--- src/rtl/serial_xs3_bcd_codec_pkg.sv ---
// Shared constants and helpers for the serial Excess-3 / BCD codec.
package xs3_pkg;
    localparam logic [3:0] XS3_OFFSET      = 4'd3;
    localparam logic       MODE_XS3_TO_BCD = 1'b0;
    localparam logic       MODE_BCD_TO_XS3 = 1'b1;

    function automatic logic bcd_invalid(input logic [3:0] nibble);
        return nibble > 4'd9;
    endfunction
endpackage

--- src/rtl/serial_xs3_bcd_codec_cell.sv ---
// One-bit serial add/subtract of the constant 3, LSB first, with the
// carry/borrow flop cleared at every digit boundary.
module xs3_serial_cell (
    input  logic       Clk,
    input  logic       Rst,
    input  logic       en_i,
    input  logic       x_i,
    input  logic       sub_i,
    input  logic [1:0] pos_i,
    output logic       z_o,
    output logic       c_next_o
);
    logic c_q;
    logic k;

    // Constant 0011: k is set only on the two low bit positions of a digit.
    assign k = ~pos_i[1];

    always_comb begin
        z_o      = en_i ? (x_i ^ k ^ c_q) : 1'b0;
        c_next_o = sub_i ? ((~x_i & (k | c_q)) | (x_i & k & c_q))
                         : ((x_i & k) | (x_i & c_q) | (k & c_q));
    end

    always_ff @(posedge Clk) begin
        if (Rst)
            c_q <= 1'b0;
        else if (en_i)
            c_q <= (pos_i == 2'd3) ? 1'b0 : c_next_o;
    end
endmodule

--- src/rtl/serial_xs3_bcd_codec.sv ---
// Multi-digit serial XS3<->BCD codec: Mealy bit output plus a registered
// frame word with per-digit validity flags and a frame-done pulse.
module serial_xs3_bcd_codec
    import xs3_pkg::*;
#(
    parameter int NDIGITS = 4
) (
    input  logic                   Clk,
    input  logic                   Rst,
    input  logic                   En,
    input  logic                   X,
    input  logic                   Mode,
    output logic                   Z,
    output logic [4*NDIGITS-1:0]   Q,
    output logic [NDIGITS-1:0]     DigitErr,
    output logic                   Err,
    output logic                   Done
);
    localparam int FB = 4 * NDIGITS;
    localparam int CW = $clog2(FB);

    logic [CW-1:0]      bit_cnt_q, bit_cnt_d;
    logic               mode_q;
    logic [FB-1:0]      sr_q, sr_d;
    logic [NDIGITS-1:0] flags_q, flags_d;
    logic [1:0]         pos;
    logic               first, last, mode_eff, sub, c_next, dig_err;
    logic [3:0]         nib;

    assign pos      = bit_cnt_q[1:0];
    assign first    = (bit_cnt_q == '0);
    assign last     = (bit_cnt_q == CW'(FB - 1));
    assign mode_eff = first ? Mode : mode_q;
    assign sub      = (mode_eff == MODE_XS3_TO_BCD);

    xs3_serial_cell u_cell (
        .Clk      (Clk),
        .Rst      (Rst),
        .en_i     (En),
        .x_i      (X),
        .sub_i    (sub),
        .pos_i    (pos),
        .z_o      (Z),
        .c_next_o (c_next)
    );

    // Add-mode input is recovered from the output nibble (out - 3 mod 16).
    always_comb begin
        nib     = {Z, sr_q[FB-1 -: 3]};
        dig_err = sub ? (c_next | bcd_invalid(nib)) : bcd_invalid(nib - XS3_OFFSET);
        sr_d    = {Z, sr_q[FB-1:1]};
        bit_cnt_d = last ? '0 : bit_cnt_q + CW'(1);
        flags_d = flags_q;
        for (int k = 0; k < NDIGITS; k++)
            if (pos == 2'd3 && (bit_cnt_q >> 2) == CW'(k))
                flags_d[k] = dig_err;
    end

    always_ff @(posedge Clk) begin
        if (Rst) begin
            bit_cnt_q <= '0;
            mode_q    <= 1'b0;
            sr_q      <= '0;
            flags_q   <= '0;
            Q         <= '0;
            DigitErr  <= '0;
            Err       <= 1'b0;
            Done      <= 1'b0;
        end else begin
            Done <= En && last;
            if (En) begin
                bit_cnt_q <= bit_cnt_d;
                sr_q      <= sr_d;
                flags_q   <= flags_d;
                if (first)
                    mode_q <= Mode;
                if (last) begin
                    Q        <= sr_d;
                    DigitErr <= flags_d;
                    Err      <= |flags_d;
                end
            end
        end
    end
endmodule
--- config.mk ---
export PLATFORM = sky130hd
export DESIGN_NAME = serial_xs3_bcd_codec
export DESIGN_NICKNAME = d
export VERILOG_FILES = /design/src/rtl/serial_xs3_bcd_codec_pkg.sv /design/src/rtl/serial_xs3_bcd_codec_cell.sv /design/src/rtl/serial_xs3_bcd_codec.sv
export SDC_FILE = /design/constraint.sdc
export NUM_CORES = 1
export LEC_CHECK = 0
export CAP_MARGIN = 20
export CORE_MARGIN = 10
export CORE_UTILIZATION = 35
export CTS_BUF_LIST = sky130_fd_sc_hd__clkbuf_4
export CTS_CLUSTER_DIAMETER = 50
export DETAILED_ROUTE_END_ITERATION = 8
export DONT_BUFFER_PORTS = 1
export SLEW_MARGIN = 20
export SYNTH_ARGS = -nofsm -noshare
export SYNTH_HDL_FRONTEND = slang
export SYNTH_SLANG_ARGS = --single-unit
--- constraint.sdc ---
create_clock -name Clk -period 3.5 [get_ports Clk]
set_clock_uncertainty 0.05 [all_clocks]
set_input_delay 0 -clock Clk [delete_from_list [all_inputs] [get_ports Clk]]
set_output_delay 0 -clock Clk [all_outputs]
set_load 0.01 [all_outputs]
==> flow_summary_export.csv <==
group,metric,value,unit
detailed_routing,drt_first_pass_iters,4,
critical_path,worstPathRequired,3730,ps
clocking,cts_hold_buf,7,
synthesis,synth_edf_count,0,
detailed_routing,vias,1352,
detailed_routing,ant_nets,0,
clocking,cts_max_path_buffers,2,
place,io_buffers,0,
critical_path,reg2regPathDepth,6,
synthesis,synth_xor_area_share,0.953,%
layout,fin_nets,214,
timing,holdWs,100,ps
hold_path,whs_path_depth,3,
power,p_per_area,465,mW/mm^2
power,power_frac_seq,56.7,%
floorplan,die_h,92.5,um
synthesis,synth_warnings,0,
flow_run,maxCapViolCount,0,
power,p_switching,227,uW
timing,finalHoldViolCount,0,
clocking,cts_root_buffer,"clkbuf_4",
floorplan,die_w,92.5,um
global_routing,antenna_found_initial,0,
critical_path,r2r_slack,1210,ps
synthesis,ys_seq_elements,46,
power,peakVddDrop,0.000249,V
critical_path,start_kind,"register",
clocking,cts_made_buffers,5,
run_status,status,"complete, no violations",
synthesis,synthCells,203,
clocking,cts_resized,0,
critical_path,crit_fanout,5,
synthesis,ys_top_cells_by_count,"dfxtp_1, nand2_1, a21oi_1, nor2_1, mux2i_1",
detailed_routing,vias_per_cell,4.90,
critical_path,r2r-end,"flags_q[0]",
synthesis,synth_seq_area_share,50.1,%
synthesis,synth.most_common_cell,"dfxtp_1",
critical_path,r2r_start,"bit_cnt_q[1]",
synthesis,yosys.cell_types.count,32,
synthesis,synth_flop_cell,"dfxtp_1",
timing,setup_tns,0,ps
detailed_routing,wl_per_cell,13.7,um
timing,rsz0062_at_grt,"false",
global_routing,overflow,0,
clocking,worstSkewPairLatency,360,ps
floorplan,num_io_pins,28,
synthesis,synth_top_area_share,50.1,%
detailed_routing,drc_errors,0,
layout,antenna_cells,0,
power,clockPowerShare,34.6,%
timing,max-slew-margin-rel,71.0,%
hold_path,min_from,"En",
synthesis,synth-simple-area-share,20.5,%
clocking,post-cts-setup-buffers,0,
global_routing,grt_first_pass_wirelength,6.67,mm
synthesis,synth_area_per_cell,9.05,sq um
timing,fmax,437,MHz
timing,period_share,65.4,%
synthesis,yosysTopAreaCell,"dfxtp_1",
layout,final_cells,276,
critical_path,worst-endpoint-arrival,2520,ps
synthesis,synthMuxAreaShare,11.2,%
clocking,cts_tree,"built",
place,place_congestion,0.735,
power,leakagePower,0.000752,uW
hold_path,hold_class,"input pin to register",
global_routing,grt_pass1_vias,1360,
critical_path,worstSetupEndpointType,"register",
global_routing,grt_start_max_net_pins,49,
hold_path,min_to,"Q[12]",
synthesis,synth.area.top_cells,"dfxtp_1, mux2i_1, nand2_1, a21oi_1, nor2_1",
place,hpwl,2.44,mm
synthesis,syn_area,0.00184,sq mm
detailed_routing,drt_iter0_drc,80,
timing,finalCriticalPeriod,2290,ps
floorplan,core,0.00511,sq mm
timing,tightest_slew,424,ps
clocking,clk_pin_slew_worst_paths,140,ps
critical_path,worst-setup-path-type,"register to register",
layout,area_growth_syn_to_layout,11.7,%
synthesis,synth_top_family_by_area,"simple AND/OR/NAND/NOR gates",
synthesis,syn_nets,212,
clocking,cts_sinks,46,
power,comb_power_share,8.7,%
synthesis,synth-compound-area-share,10.1,%
synthesis,async_reset_ff_share,0,%
synthesis,synthAdderAreaFrac,3.54,%
timing,setup_viol,0,
layout,drive_gt1_share,8.25,%
global_routing,grt_use_total,9.47,%
power,p_int,728,uW
floorplan,start_util,36.0,%
detailed_routing,wirelength,3.79,mm
clocking,htreeDepth,2,
floorplan,dieArea,0.00855,sq mm
power,switching_share,23.8,%
timing,drv_slew,0,
place,place_inst,261,
floorplan,rows,26,
## cells in the final DEF, fill, tap and decap left out, types with 2 or more instances in the layout
cell / instances
a211oi_1: 3
a21oi_1: 22
buf_12: 2
clkbuf_4: 6
dfxtp_1: 46
dlygate4sd3_1: 5
fa_1: 2
ha_1: 2
inv_1: 4
mux2i_1: 19
nand2_1: 41
nand3_1: 2
nand3b_1: 3
nor2_1: 22
nor3_1: 2
nor4bb_1: 2
o21ai_0: 3
o31ai_1: 3
## cell type report
| type | instances | area (sq um) |
|---|---|---|
| clock buffer | 6 | 45.0 |
| clock inverter | 2 | 37.5 |
| fill | 540 | 3050 |
| inverter | 4 | 15.0 |
| multi-input combinational | 140 | 850 |
| sequential | 46 | 921 |
| tap | 70 | 87.6 |
| timing repair buffer | 8 | 97.6 |
## through the flow
step / total power [uW] / utilization, % / cell area [sq um] / setup slack [ps]
floorplan: 613 / - / 1840 / 1450
global placement: 610 / 36.8 / 1880 / 1310
detailed placement: 613 / 36.8 / 1880 / 1220
CTS: 965 / 40.2 / 2050 / 1180
global route: 997 / 40.2 / 2050 / 979
finish: 955 / 40.2 / 2050 / 1210
## worst max-delay path, cell delays in order (launching register included)
cell     delay, ps
dfxtp_1        430
inv_1          130
fa_1           510
nor2b_1        400
mux2i_1        140
mux2_4         310
o31ai_1        240
## registers in the layout, indices dropped and copies added (netlist names)
signal,flops
u_cell.c_q,1
Done,1
sr_q,15
mode_q,1
flags_q,3
bit_cnt_q,4
Err,1
Q,16
DigitErr,4
## power by group through the flow
stage	logic, uW	clock network [uW]	registers (uW)
final	83.2	331	542
after global routing	94.2	359	544
after CTS	84.2	340	542
after detailed placement	59.6	0	553
after global placement	58.0	0	552
after floorplan	63.6	0	550
## worst max-delay path by stage
| stage | endpoint | slack (ps) | cells after the start | from |
|---|---|---|---|---|
| final | flags_q[0] | 1210 | 6 | bit_cnt_q[1] |
| after global routing | flags_q[2] | 980 | 6 | bit_cnt_q[1] |
| after CTS | flags_q[0] | 1180 | 6 | bit_cnt_q[1] |
| after detailed placement | flags_q[0] | 1220 | 6 | bit_cnt_q[1] |
| after global placement | flags_q[2] | 1310 | 6 | bit_cnt_q[1] |
| after floorplan | flags_q[0] | 1450 | 6 | bit_cnt_q[1] |
## routing by layer
layer	GRT usage (%)	up-vias	share of wire, %
li1	-	697	-
met3	2.91	9	6.1
met1	11.0	624	43
met5	0	-	0
met4	4.63	0	2.2
met2	15.5	22	48
## cells by family after synthesis
family,after synthesis
and+or+nand+nor,81
buffers and inverters,17
xor gates and xnor gates,2
muxes,20
AOI/OAI and AO/OA,33
DFF,46
adders and majority gates,4
Power figures use the tool's default switching activity.
